`src/rtl/sdram_read_engine_if.sv`:
```
// rtl/sdram_read_engine_if.sv - job request/response and Avalon-MM burst read signals
interface sdram_read_engine_if #(
  parameter int DATA_W = 32,
  parameter int BC_W   = 4
);
  logic [31:0]       read_addr;
  logic [10:0]       read_cnt;
  logic              read_start;
  logic              read_valid;
  logic [DATA_W-1:0] read_data;
  logic              read_done;
  logic [31:0]       avm_address;
  logic              avm_read;
  logic [BC_W-1:0]   avm_burstcount;
  logic              avm_waitrequest;
  logic [DATA_W-1:0] avm_readdata;
  logic              avm_readdatavalid;

  modport slave (
    input  read_addr, read_cnt, read_start,
    input  avm_waitrequest, avm_readdata, avm_readdatavalid,
    output read_valid, read_data, read_done,
    output avm_address, avm_read, avm_burstcount
  );

  modport master (
    output read_addr, read_cnt, read_start,
    output avm_waitrequest, avm_readdata, avm_readdatavalid,
    input  read_valid, read_data, read_done,
    input  avm_address, avm_read, avm_burstcount
  );
endinterface

```
`src/rtl/sdram_read_engine.sv`:
```
// rtl/sdram_read_engine.sv - splits a read job into Avalon-MM bursts and streams the words back
// One job and one outstanding burst at a time; every output comes straight from a register.
module sdram_read_engine #(
  parameter int DATA_W    = 32,
  parameter int MAX_BURST = 8,
  parameter int BC_W      = $clog2(MAX_BURST) + 1
) (
  input logic                 clk,
  input logic                 rst,
  sdram_read_engine_if.slave  bus
);
  typedef enum logic [1:0] {IDLE, ISSUE, WAIT, DONE} state_t;

  localparam logic [31:0]     BYTES  = 32'(DATA_W / 8);
  localparam logic [BC_W-1:0] MAX_BC = BC_W'(MAX_BURST);

  state_t            state_q, state_d;
  logic [31:0]       cur_addr_q, cur_addr_d;
  logic [10:0]       remaining_q, remaining_d;
  logic [BC_W-1:0]   beat_cnt_q, beat_cnt_d;
  logic              avm_read_q, avm_read_d;
  logic [31:0]       avm_address_q, avm_address_d;
  logic [BC_W-1:0]   avm_bc_q, avm_bc_d;
  logic              read_valid_q, read_valid_d;
  logic [DATA_W-1:0] read_data_q, read_data_d;
  logic              read_done_q, read_done_d;

  function automatic logic [BC_W-1:0] burst_len(input logic [10:0] rem);
    return (rem >= 11'(MAX_BURST)) ? MAX_BC : rem[BC_W-1:0];
  endfunction

  always_ff @(posedge clk or posedge rst) begin
    if (rst) begin
      state_q       <= IDLE;
      cur_addr_q    <= '0;
      remaining_q   <= '0;
      beat_cnt_q    <= '0;
      avm_read_q    <= 1'b0;
      avm_address_q <= '0;
      avm_bc_q      <= '0;
      read_valid_q  <= 1'b0;
      read_data_q   <= '0;
      read_done_q   <= 1'b0;
    end else begin
      state_q       <= state_d;
      cur_addr_q    <= cur_addr_d;
      remaining_q   <= remaining_d;
      beat_cnt_q    <= beat_cnt_d;
      avm_read_q    <= avm_read_d;
      avm_address_q <= avm_address_d;
      avm_bc_q      <= avm_bc_d;
      read_valid_q  <= read_valid_d;
      read_data_q   <= read_data_d;
      read_done_q   <= read_done_d;
    end
  end

  always_comb begin
    state_d       = state_q;
    cur_addr_d    = cur_addr_q;
    remaining_d   = remaining_q;
    beat_cnt_d    = beat_cnt_q;
    avm_read_d    = avm_read_q;
    avm_address_d = avm_address_q;
    avm_bc_d      = avm_bc_q;
    read_valid_d  = 1'b0;
    read_data_d   = read_data_q;
    read_done_d   = 1'b0;

    case (state_q)
      IDLE: begin
        if (bus.read_start) begin
          cur_addr_d  = bus.read_addr;
          remaining_d = bus.read_cnt;
          if (bus.read_cnt == '0) begin
            read_done_d = 1'b1;
            state_d     = DONE;
          end else begin
            avm_read_d    = 1'b1;
            avm_address_d = bus.read_addr;
            avm_bc_d      = burst_len(bus.read_cnt);
            state_d       = ISSUE;
          end
        end
      end
      ISSUE: begin
        if (!bus.avm_waitrequest) begin
          avm_read_d  = 1'b0;
          cur_addr_d  = avm_address_q + 32'(avm_bc_q) * BYTES;
          remaining_d = remaining_q - 11'(avm_bc_q);
          beat_cnt_d  = avm_bc_q;
          state_d     = WAIT;
        end
      end
      WAIT: begin
        if (bus.avm_readdatavalid) begin
          read_valid_d = 1'b1;
          read_data_d  = bus.avm_readdata;
          beat_cnt_d   = beat_cnt_q - BC_W'(1);
          // Last beat: either finish the job or line up the next burst with no idle cycle.
          if (beat_cnt_q == BC_W'(1)) begin
            if (remaining_q == '0) begin
              read_done_d = 1'b1;
              state_d     = DONE;
            end else begin
              avm_read_d    = 1'b1;
              avm_address_d = cur_addr_q;
              avm_bc_d      = burst_len(remaining_q);
              state_d       = ISSUE;
            end
          end
        end
      end
      DONE: begin
        state_d = IDLE;
      end
      default: begin
        state_d = IDLE;
      end
    endcase
  end

  assign bus.read_valid     = read_valid_q;
  assign bus.read_data      = read_data_q;
  assign bus.read_done      = read_done_q;
  assign bus.avm_read       = avm_read_q;
  assign bus.avm_address    = avm_address_q;
  assign bus.avm_burstcount = avm_bc_q;
endmodule

```
`src/flat_wrapper.sv`:
```
// flat-port wrapper written by rule: the top's interface ports become plain ports
module sdram_read_engine_flat 
#(
  parameter int DATA_W    = 32,
  parameter int MAX_BURST = 8,
  parameter int BC_W      = $clog2(MAX_BURST) + 1
)
  (clk, rst, bus_read_addr, bus_read_cnt, bus_read_start, bus_avm_waitrequest, bus_avm_readdata, bus_avm_readdatavalid, bus_read_valid, bus_read_data, bus_read_done, bus_avm_address, bus_avm_read, bus_avm_burstcount);
  sdram_read_engine_if #(.DATA_W(DATA_W), .BC_W(BC_W)) bus_i ();
  input logic clk;
  input logic rst;
  input wire logic [$bits(bus_i.read_addr)-1:0] bus_read_addr;
  input wire logic [$bits(bus_i.read_cnt)-1:0] bus_read_cnt;
  input wire logic [$bits(bus_i.read_start)-1:0] bus_read_start;
  input wire logic [$bits(bus_i.avm_waitrequest)-1:0] bus_avm_waitrequest;
  input wire logic [$bits(bus_i.avm_readdata)-1:0] bus_avm_readdata;
  input wire logic [$bits(bus_i.avm_readdatavalid)-1:0] bus_avm_readdatavalid;
  output wire logic [$bits(bus_i.read_valid)-1:0] bus_read_valid;
  output wire logic [$bits(bus_i.read_data)-1:0] bus_read_data;
  output wire logic [$bits(bus_i.read_done)-1:0] bus_read_done;
  output wire logic [$bits(bus_i.avm_address)-1:0] bus_avm_address;
  output wire logic [$bits(bus_i.avm_read)-1:0] bus_avm_read;
  output wire logic [$bits(bus_i.avm_burstcount)-1:0] bus_avm_burstcount;
  assign bus_i.read_addr = bus_read_addr;
  assign bus_i.read_cnt = bus_read_cnt;
  assign bus_i.read_start = bus_read_start;
  assign bus_i.avm_waitrequest = bus_avm_waitrequest;
  assign bus_i.avm_readdata = bus_avm_readdata;
  assign bus_i.avm_readdatavalid = bus_avm_readdatavalid;
  assign bus_read_valid = bus_i.read_valid;
  assign bus_read_data = bus_i.read_data;
  assign bus_read_done = bus_i.read_done;
  assign bus_avm_address = bus_i.avm_address;
  assign bus_avm_read = bus_i.avm_read;
  assign bus_avm_burstcount = bus_i.avm_burstcount;
  sdram_read_engine #(.DATA_W(DATA_W), .MAX_BURST(MAX_BURST), .BC_W(BC_W)) u_core (.clk(clk), .rst(rst), .bus(bus_i));
endmodule
```
`config.mk`:
```
export PLATFORM = sky130hd
export DESIGN_NAME = sdram_read_engine_flat
export DESIGN_NICKNAME = d
export VERILOG_FILES = /design/src/rtl/sdram_read_engine_if.sv /design/src/rtl/sdram_read_engine.sv /design/src/flat_wrapper.sv
export SDC_FILE = /design/constraint.sdc
export NUM_CORES = 1
export LEC_CHECK = 0
export CAP_MARGIN = 20
export CORE_ASPECT_RATIO = 0.7
export CORE_MARGIN = 3
export CORE_UTILIZATION = 40
export DETAILED_ROUTE_END_ITERATION = 12
export PLACE_DENSITY = 0.72
export SLEW_MARGIN = 0
export SYNTH_ARGS = -nofsm -noshare
export SYNTH_HDL_FRONTEND = slang
export SYNTH_SLANG_ARGS = --single-unit
```
`constraint.sdc`:
```
create_clock -name clk -period 8.6 [get_ports clk]
set_clock_uncertainty 0.15 [all_clocks]
set_input_delay 0.86 -clock clk [delete_from_list [all_inputs] [get_ports clk]]
set_output_delay 0.86 -clock clk [all_outputs]
set_load 0.01 [all_outputs]
```
==> results.yml, run 1 <==
critical_path:
  crit_type: "input pin to flip-flop"
  r2r-start: "u_core.state_q[1]"
  slowest_stage: "a2111o_2"
  cp_max_fo: 37
  start_kind: "input pin"
  ff2ff_setup_slack_ns: 5.29
  slowest_delay_ns: 0.66
  required_ns: 8.79
  ff2ff_path_depth: 5
  r2r_end: "u_core.bus.read_done"
  crit_chain: "clkdlybuf4s50_1, nor4_1, and4b_1, a2111o_2, buf_4, nand2_1, o21ai_2"
  cp-end-kind: "flip-flop"
  crit_arrival_ns: 3.51
finish:
  antenna_cells: 0
  nets: 932
  fillers: 1384
  final_util_pct: 55.1
  postLayoutCellArea_sq_um: 8620
  final_cells: 1053
  syn_to_final_growth_pct: 33.9
  final_layout_size_suffix_gt1_share_pct: 9.85
routing:
  viasPerCell: 5.37
  drt-pass1-iter-count: 5
  wl_per_cell_microns: 16.9
  drcViolationCount: 0
  ant_nets: 0
  drt_iter0_markers: 463
  drt_wl_total_mm: 17.8
  dr_total_vias: 5652
power:
  p_seq_share_pct: 33.6
  power_density_nw_per_um2: 384
  leakagePower_nw: 3.86
  p_comb_share_pct: 45.1
  clockPowerShare_pct: 21.4
  vdd_drop_max_mv: 0.146
  swShare_pct: 40.3
  switchingPower_mw: 1.34
  p_int_mw: 1.98
  totalPowerFinal_mw: 3.31
sta:
  max_freq_mhz: 301
  worst_pin_slew_ns: 0.883
  rsz0062_at_grt: "no"
  hold_ws_ns: 0.324
  setup_viol_count_final: 0
  post-route-period-util_pct: 38.6
  fin_crit_ns: 3.32
  fin_ws_ns: 5.28
  finalSetupTns_ns: 0
  worst_slew_margin_rel_pct: 40.9
  hold_viol_final: 0
  drv_slew: 0
clock_tree:
  cts_htree_levels: 4
  root_buffer: "clkbuf_16"
  cts_buffers: 17
  clockBufferDepth: 2
  post_cts_resized: 0
  clock-sinks: 120
  cts_hold_buf: 0
  post_cts_buffers: 0
  clock_latency_ns: 0.41
  cts_tree: "built"
  cts.clk_slew.worst_paths_ns: 0.06
floorplanning:
  core_area_sq_um: 15600
  design.die.area_sq_um: 17700
  die_w_microns: 158
  ios: 151
  die_h_microns: 112
  initial_core_util_pct: 41.2
  rows: 38
logic_synthesis:
  synth_edf_count: 0
  synth_ff_type: "dfrtp_1"
  yosysWarnings: 0
  yosysSeqAreaShare_pct: 46.6
  synthesis.instances: 706
  synth_top_area_share_pct: 46.6
  ys_async_sr_fraction_pct: 100
  synthTopCellsByArea: "dfrtp_1 47%, nand2_1 10%, mux2i_1 5.1%, o21ai_2 4.5%, o21ai_0 3.4%"
  synth.distinct_cells: 58
  synthesis.area_sq_um: 6440
  avgSynthCellArea_sq_um: 9.12
  yosysTopAreaCell: "dfrtp_1"
  syn_nets: 798
  ys_top_cells_by_count: "179 x nand2_1, 120 x dfrtp_1, 44 x o21ai_0"
  synth_seq_cells: 120
  synth.most_common_cell: "nand2_1"
run_status:
  status: "complete, no violations"
placement:
  port_buffers: 150
  place_inst: 1020
  hpwlAfterDp_mm: 12.1
  post-place-ws_ns: 4.91
  post_dp_cell_area_sq_um: 8000
  globalplace.congestion: 0.910
grt:
  antenna_found_initial: 0
  grt_pass1_vias: 5355
  grt_max_degree: 83
  grt_pass1_wl_mm: 28.6
  grt_overflow_total: 0
  grt_usage_pct: 20.4
job:
  drv_cap: 0
worst_hold_path:
  min_path_type: "flip-flop to flip-flop"
  holdCritStartpoint: "u_core.bus.read_data[13]"
  min_to: "u_core.bus.read_data[13]"
  min_path_cells: 2
## power groups by stage
stage / Combinational (mW) / Sequential (mW) / Clock (mW)
final: 1.49 / 1.11 / 0.708
after global routing: 1.65 / 1.15 / 0.749
after CTS: 1.50 / 1.11 / 0.723
after detailed placement: 1.49 / 1.11 / 0
after global placement: 1.47 / 1.11 / 0
after floorplan: 0.918 / 1.10 / 0
## how the worst max path moves through the flow
| stage | end | from | slack [ns] |
|---|---|---|---|
| CTS | u_core.bus.read_done | u_core.state_q[1] | 5.24 |
| floorplan | u_core.beat_cnt_q[0] | rst | 4.40 |
| global placement | u_core.bus.avm_address[23] | bus_read_cnt[7] | 4.96 |
| finish | u_core.bus.avm_address[14] | bus_read_cnt[7] | 5.28 |
| global route | u_core.bus.read_done | u_core.state_q[1] | 4.91 |
| detailed placement | u_core.bus.avm_address[14] | bus_read_cnt[7] | 4.91 |
## cell type report
type / count / area [sq um] / share of cell area (%)
Clock buffer: 20 / 467 / 5.41
Clock inverter: 12 / 125 / 1.45
Inverter: 13 / 51.3 / 0.595
Multi-Input combinational cell: 530 / 3140 / 36.5
Sequential cell: 120 / 3000 / 34.8
Tap cell: 200 / 250 / 2.90
Timing Repair Buffer: 158 / 1580 / 18.3
## flip-flops by register name, summed over array words and instances (netlist names), 2 cells and up
name	flops
u_core.bus.avm_burstcount	4
u_core.bus.avm_address	32
u_core.bus.read_data	32
u_core.beat_cnt_q	4
u_core.remaining_q	11
u_core.cur_addr_q	32
u_core.state_q	2
## metal layers
| metal | vias up | track usage, % | wire length (microns) |
|---|---|---|---|
| li1 | 2742 | - | - |
| met1 | 2676 | 31.8 | 8790 |
| met2 | 222 | 28.5 | 7500 |
| met3 | 12 | 5.47 | 1350 |
| met4 | 0 | 4.16 | 171 |
| met5 | - | 0 | 0 |
## cells by family after synthesis
family | count (synthesis) | synth area share [%]
DFF | 120 | 46.6
muxes | 33 | 5.13
and+or+nand+nor | 294 | 20.4
adders and majority gates | 12 | 2.57
buffers and inverters | 56 | 4.76
xor gates and xnor gates | 28 | 3.81
AOI/OAI and AO/OA | 163 | 16.7
## critical path: cells and delay by family
family	cells	cell delay [ns]
AO/OA/AOI/OAI	2	0.73
buffers and inverters	2	1.00
AND/OR/NAND/NOR	3	0.88
## placed cells by master (no fill, tap or decap), drive strengths merged, types with 10 or more instances in the layout
master         count
mux2i             33
nand2            180
a21oi             33
ha                10
inv               13
and3              14
clkdlybuf4s50    150
nand4             15
nor2              34
nand3             10
dfrtp            120
clkbuf            20
xor2              24
o21ai             79
(Power assumes the default switching activity.)
==> run 2, diff against run 1 <==
--- a/config.mk
+++ b/config.mk
@@ -10,7 +10,7 @@
 export CORE_MARGIN = 3
 export CORE_UTILIZATION = 40
 export DETAILED_ROUTE_END_ITERATION = 12
-export PLACE_DENSITY = 0.72
+export PLACE_DENSITY = 0.75
 export SLEW_MARGIN = 0
 export SYNTH_ARGS = -nofsm -noshare
 export SYNTH_HDL_FRONTEND = slang
==> constraint.sdc (replaced) <==
create_clock -name clk -period 3 [get_ports clk]
set_clock_uncertainty 0.15 [all_clocks]
set_input_delay 0.3 -clock clk [delete_from_list [all_inputs] [get_ports clk]]
set_output_delay 0.3 -clock clk [all_outputs]
set_load 0.01 [all_outputs]
==> run 2 against run 1 <==
  * Via count grew 2.1%
  * Sequential share of layout area shrank 0.22 points
  * Clock-buffer cell count grew 1
  * Clock power grew to 2.8 times the previous value
  * Utilization grew 0.35 points
  * Non-clock buffer count grew 6
  * Sequential cell count is the same
  * Highest routed layer unchanged
==> results.yml, run 2 (synthesis gave the netlist of run 1 again) <==
grt:
  grt_pass1_vias: 5537
  grt_overflow_total: 0
  globalRouteMet1Util_pct: 31.6
  gr-usage-met3_pct: 5.01
  grtUsageMet2_pct: 29.8
  grt_pass1_wl_mm: 29.2
  grt_usage_pct: 20.7
  antenna_found_initial: 0
  top_usage_layer: "met1"
  grt_max_degree: 121
floorplanning:
  die_h_microns: 112
  core_area_sq_um: 15600
  ios: 151
  rows: 38
  design.die.area_sq_um: 17700
  die_w_microns: 158
  initial_core_util_pct: 41.2
clock_tree:
  post_cts_resized: 0
  clock_latency_ns: 0.41
  clock-sinks: 120
  cts_hold_buf: 0
  root_buffer: "clkbuf_16"
  cts_htree_levels: 4
  cts.clk_slew.worst_paths_ns: 0.06
  cts_buffers: 17
  post_cts_buffers: 0
  clockBufferDepth: 2
  cts_tree: "built"
sta:
  post-route-period-util_pct: 85.9
  finalSetupTns_ns: 0
  setup_viol_count_final: 0
  worst_slew_margin_rel_pct: 46.0
  drv_slew: 0
  max_freq_mhz: 388
  fin_crit_ns: 2.58
  hold_viol_final: 0
  worst_pin_slew_ns: 0.806
  fin_ws_ns: 0.423
  rsz0062_at_grt: "no"
critical_path:
  r2r-start: "u_core.bus.avm_burstcount[0]"
  crit_arrival_ns: 2.71
  crit_type: "flip-flop to flip-flop"
  worstSetupStartpoint: "u_core.bus.avm_burstcount[0]"
  required_ns: 3.14
  cp-end-kind: "flip-flop"
  slowest_stage: "dfrtp_1"
  slowest_delay_ns: 0.44
  crit_chain: "ha_1, fa_1, a211oi_1, nor2_1, nand4_1, xor2_1, o22ai_1"
  ff2ff_path_depth: 7
  cp_max_fo: 11
  start_kind: "flip-flop"
worst_hold_path:
  min_path_cells: 3
  holdCritStartpoint: "bus_avm_readdata[10]"
  min_path_type: "input pin to flip-flop"
finish:
  final_layout_size_suffix_gt1_share_pct: 10.2
  nets: 938
  syn_to_final_growth_pct: 34.7
  layout_commonest_cell: "nand2_1"
  mostFrequentLayoutCells: "179 x nand2_1, 150 x clkdlybuf4s50_1, 120 x dfrtp_1"
  antenna_cells: 0
placement:
  hpwlAfterDp_mm: 12.1
  globalplace.congestion: 0.801
  post-place-ws_ns: 0.493
  port_buffers: 150
routing:
  dr_total_vias: 5773
  wl_per_cell_microns: 17.0
  drcViolationCount: 0
  drt_wl_total_mm: 17.9
  ant_nets: 0
  drt_iter0_markers: 405
  viasPerCell: 5.46
  drt-pass1-iter-count: 5
power:
  leakagePower_nw: 3.90
  vdd_drop_max_mv: 0.440
  power_density_nw_per_um2: 1100
job:
  drv_cap: 0
run_status:
  status: "complete, no violations"
==> run 2: cell types whose count changed in the layout (fill, tap and decap cells not counted), sizes merged <==
cell	before	now
clkbuf	20	21
inv	13	12
clkinv	7	5
buf	8	14
==> run 2: area by class of cell <==
type / count / area [sq um]
Clock buffer: 21 / 470
Clock inverter: 9 / 100
Fill cell: 1385 / 6970
Inverter: 13 / 52.6
Multi-Input combinational cell: 530 / 3140
Sequential cell: 120 / 3000
Tap cell: 200 / 250
Timing Repair Buffer: 164 / 1660
==> run 2: worst paths after layout <==
| kind | slack [ns] | endpoint |
|---|---|---|
| worst max register to register | 0.42 | u_core.cur_addr_q[16] |
| worst min register to register | 0.32 | u_core.bus.read_data[7] |
| worst min-delay path | 0.27 | u_core.bus.read_data[10] |
| worst max-delay path | 0.42 | u_core.cur_addr_q[16] |
| min in group asynchronous | 0.29 | u_core.bus.avm_address[22] |
| max in group asynchronous | 1.93 | u_core.remaining_q[8] |
==> run 2: routing by layer <==
metal	up-vias	wire, microns	share of wire [%]
met5	-	0	0
met4	0	174	0.97
met3	21	1530	8.5
met2	248	7640	43
met1	2753	8580	48
li1	2751	-	-
==> run 2: where the power goes <==
| group | internal (mW) | total (mW) | switching (mW) | leakage [nW] |
|---|---|---|---|---|
| Sequential | 2.40 | 3.15 | 0.747 | 1.45 |
| Clock | 1.27 | 1.99 | 0.719 | 0.280 |
| Combinational | 2.06 | 4.41 | 2.34 | 2.16 |
| Total | 5.73 | 9.54 | 3.81 | 3.90 |
==> run 2: through the flow <==
| step | hold WS (ns) | total power [mW] | area [sq um] | cells | util [%] |
|---|---|---|---|---|---|
| final | 0.270 | 9.54 | 8680 | 1057 | 55.5 |
| after detailed placement | 0.311 | 7.54 | 8110 | 1027 | 51.8 |
| after floorplan | 0.255 | 5.78 | 6440 | 706 | - |
| after global placement | 0.307 | 7.45 | 8110 | 1027 | 51.8 |
| after global routing | 0.261 | 10.3 | 8680 | 1057 | 55.5 |
| after CTS | 0.248 | 9.58 | 8680 | 1057 | 55.5 |
==> run 2: critical path: cells and delay by family, from the launching register on <==
| kind | cells | cell delay, ns |
|---|---|---|
| simple gates | 2 | 0.50 |
| flops | 1 | 0.44 |
| xor+xnor | 1 | 0.17 |
| compound gates | 2 | 0.51 |
| fa+ha+maj | 2 | 0.69 |
==> run 3, diff against run 2 <==
--- a/config.mk
+++ b/config.mk
@@ -11,7 +11,7 @@
 export CORE_UTILIZATION = 40
 export DETAILED_ROUTE_END_ITERATION = 12
 export PLACE_DENSITY = 0.75
-export SLEW_MARGIN = 0
+export SLEW_MARGIN = 10
 export SYNTH_ARGS = -nofsm -noshare
 export SYNTH_HDL_FRONTEND = slang
 export SYNTH_SLANG_ARGS = --single-unit
==> constraint.sdc (replaced) <==
create_clock -name clk -period 2.1 [get_ports clk]
set_clock_uncertainty 0.15 [all_clocks]
set_input_delay 0.21 -clock clk [delete_from_list [all_inputs] [get_ports clk]]
set_output_delay 0.21 -clock clk [all_outputs]
set_load 0.01 [all_outputs]
==> run 3 against run 2 <==
  * Critical endpoint is now u_core.remaining_q[8]
  * Utilization grew 5.4 points
  * The run now ends with setup timing left
  * Cell area increased by 9.7%
  * Critical path type unchanged
  * Register-to-register slack worse by 0.61 ns
  * Fmax grew 13%
  * Worst setup slack worse by 0.61 ns
  * Global-route usage is 1.3 points higher
  * Sequential cell count is the same
  * Combinational power rose by 77%
  * Sequential power is 39% higher
  * Largest cell class unchanged
==> results.yml, run 3 (synthesis gave the netlist of run 1 again) <==
floorplanning:
  ios: 151
  design.die.area_sq_um: 17700
  die_w_microns: 158
  die_h_microns: 112
  initial_core_util_pct: 41.2
  core_area_sq_um: 15600
  rows: 38
clock_tree:
  cts_hold_buf: 0
  cts.clk_slew.worst_paths_ns: 0.06
  cts_tree: "built"
  cts_htree_levels: 4
  clock_latency_ns: 0.42
  cts_buffers: 17
  clock-sinks: 120
  root_buffer: "clkbuf_16"
  clockBufferDepth: 2
routing:
  viasPerCell: 5.40
  drt_wl_total_mm: 19.6
  drcViolationCount: 0
  ant_nets: 0
  wl_per_cell_microns: 17.5
  dr_total_vias: 6046
  drt-pass1-iter-count: 5
  drt_iter0_markers: 498
job:
  drv_cap: 0
grt:
  grt_usage_pct: 22.0
  grt_pass1_vias: 5942
  grt_pass1_wl_mm: 31.2
  grt_overflow_total: 0
  antenna_found_initial: 0
  grt_max_degree: 83
critical_path:
  required_ns: 2.29
  ff2ff_setup_slack_ns: -0.18
  ff2ff_path_depth: 8
  r2r-start: "u_core.bus.avm_burstcount[0]"
  worstSetupStartpoint: "u_core.bus.avm_burstcount[0]"
  start_kind: "flip-flop"
  crit_arrival_ns: 2.48
  r2r_end: "u_core.remaining_q[8]"
  cp-end-kind: "flip-flop"
  cp_max_fo: 4
  crit_type: "flip-flop to flip-flop"
finish:
  postLayoutCellArea_sq_um: 9520
  antenna_cells: 0
  syn_to_final_growth_pct: 47.8
  final_cells: 1120
  layout_commonest_cell: "nand2_1"
  nets: 999
  mostFrequentLayoutCells: "175 x nand2_1, 150 x clkdlybuf4s50_1, 118 x dfrtp_1"
  final_layout_size_suffix_gt1_share_pct: 20.4
sta:
  max_freq_mhz: 438
  worst_pin_slew_ns: 0.599
  fin_crit_ns: 2.28
  fin_ws_ns: -0.184
  rsz0062_at_grt: "yes"
  post-route-period-util_pct: 109
  setup_viol_count_final: 20
  worst_slew_margin_rel_pct: 59.6
  hold_viol_final: 0
  drv_slew: 0
  finalSetupTns_ns: -1.60
placement:
  globalplace.congestion: 0.847
  place_inst: 1079
  hpwlAfterDp_mm: 13.1
  post_dp_cell_area_sq_um: 8600
  port_buffers: 150
  post-place-ws_ns: -0.294
power:
  vdd_drop_max_mv: 0.711
  leakagePower_nw: 4.27
  power_density_nw_per_um2: 1600
run_status:
  status: "finished with violations"
  violations: "setup timing"
worst_hold_path:
  min_path_type: "input pin to asynchronous set/reset pin"
==> run 3: critical path, stage by stage, from the launching register on <==
cell	delay (ns)
dfrtp_2	0.45
ha_4	0.16
inv_2	0.04
fa_2	0.39
a21o_1	0.22
a21o_1	0.18
or3_4	0.34
a21oi_2	0.15
a2bb2oi_1	0.15
==> run 3: power by group <==
group | leakage [nW] | switching [mW] | total, mW | internal [mW]
Sequential | 1.45 | 0.944 | 4.37 | 3.43
Combinational | 2.52 | 3.97 | 7.80 | 3.83
Clock | 0.299 | 1.07 | 3.03 | 1.96
==> run 3: cell type report <==
type,count,area [sq um]
well taps,200,250
clock inverters,11,146
flip-flops and latches,120,3010
multi-input cells,530,3360
repair buffers,225,2230
fillers,1279,6120
inverters,13,52.6
clock buffers,21,470
==> run 3: how the worst max path moves through the flow <==
stage                     cells after the start                      endpoint  slack, ns
after detailed placement                      7  u_core.bus.avm_burstcount[2]      -0.29
after floorplan                               9         u_core.remaining_q[8]      -0.03
final                                         8         u_core.remaining_q[8]      -0.18
after CTS                                     9         u_core.remaining_q[8]      -0.11
after global routing                          9         u_core.remaining_q[8]      -0.28
after global placement                        8    u_core.bus.avm_address[22]      -0.23
==> run 3: repair_timing <==
action,4_1_cts,5_1_grt
hold endpoints to repair,0,0
pin swaps,9,25
cloned,1,1
endpoints found under the setup margin,19,70
buffers inserted,5,2
resized for setup,20,44
==> run 3: per-layer routing <==
metal	vias up	global-route usage [%]	part of all wire, %
met5	-	0	0
met4	0	5.03	0.60
met3	18	5.43	6.8
met2	246	32.3	45
met1	2911	32.9	47
li1	2871	-	-
==> run 3: stage by stage <==
stage | hold WS [ns] | power, mW | util, %
final | 0.146 | 15.2 | 60.9
after global routing | 0.160 | 16.2 | 60.9
after CTS | 0.158 | 14.9 | 59.8
after detailed placement | 0.311 | 11.5 | 55.0
after global placement | 0.307 | 11.3 | 55.0
after floorplan | 0.165 | 8.28 | -
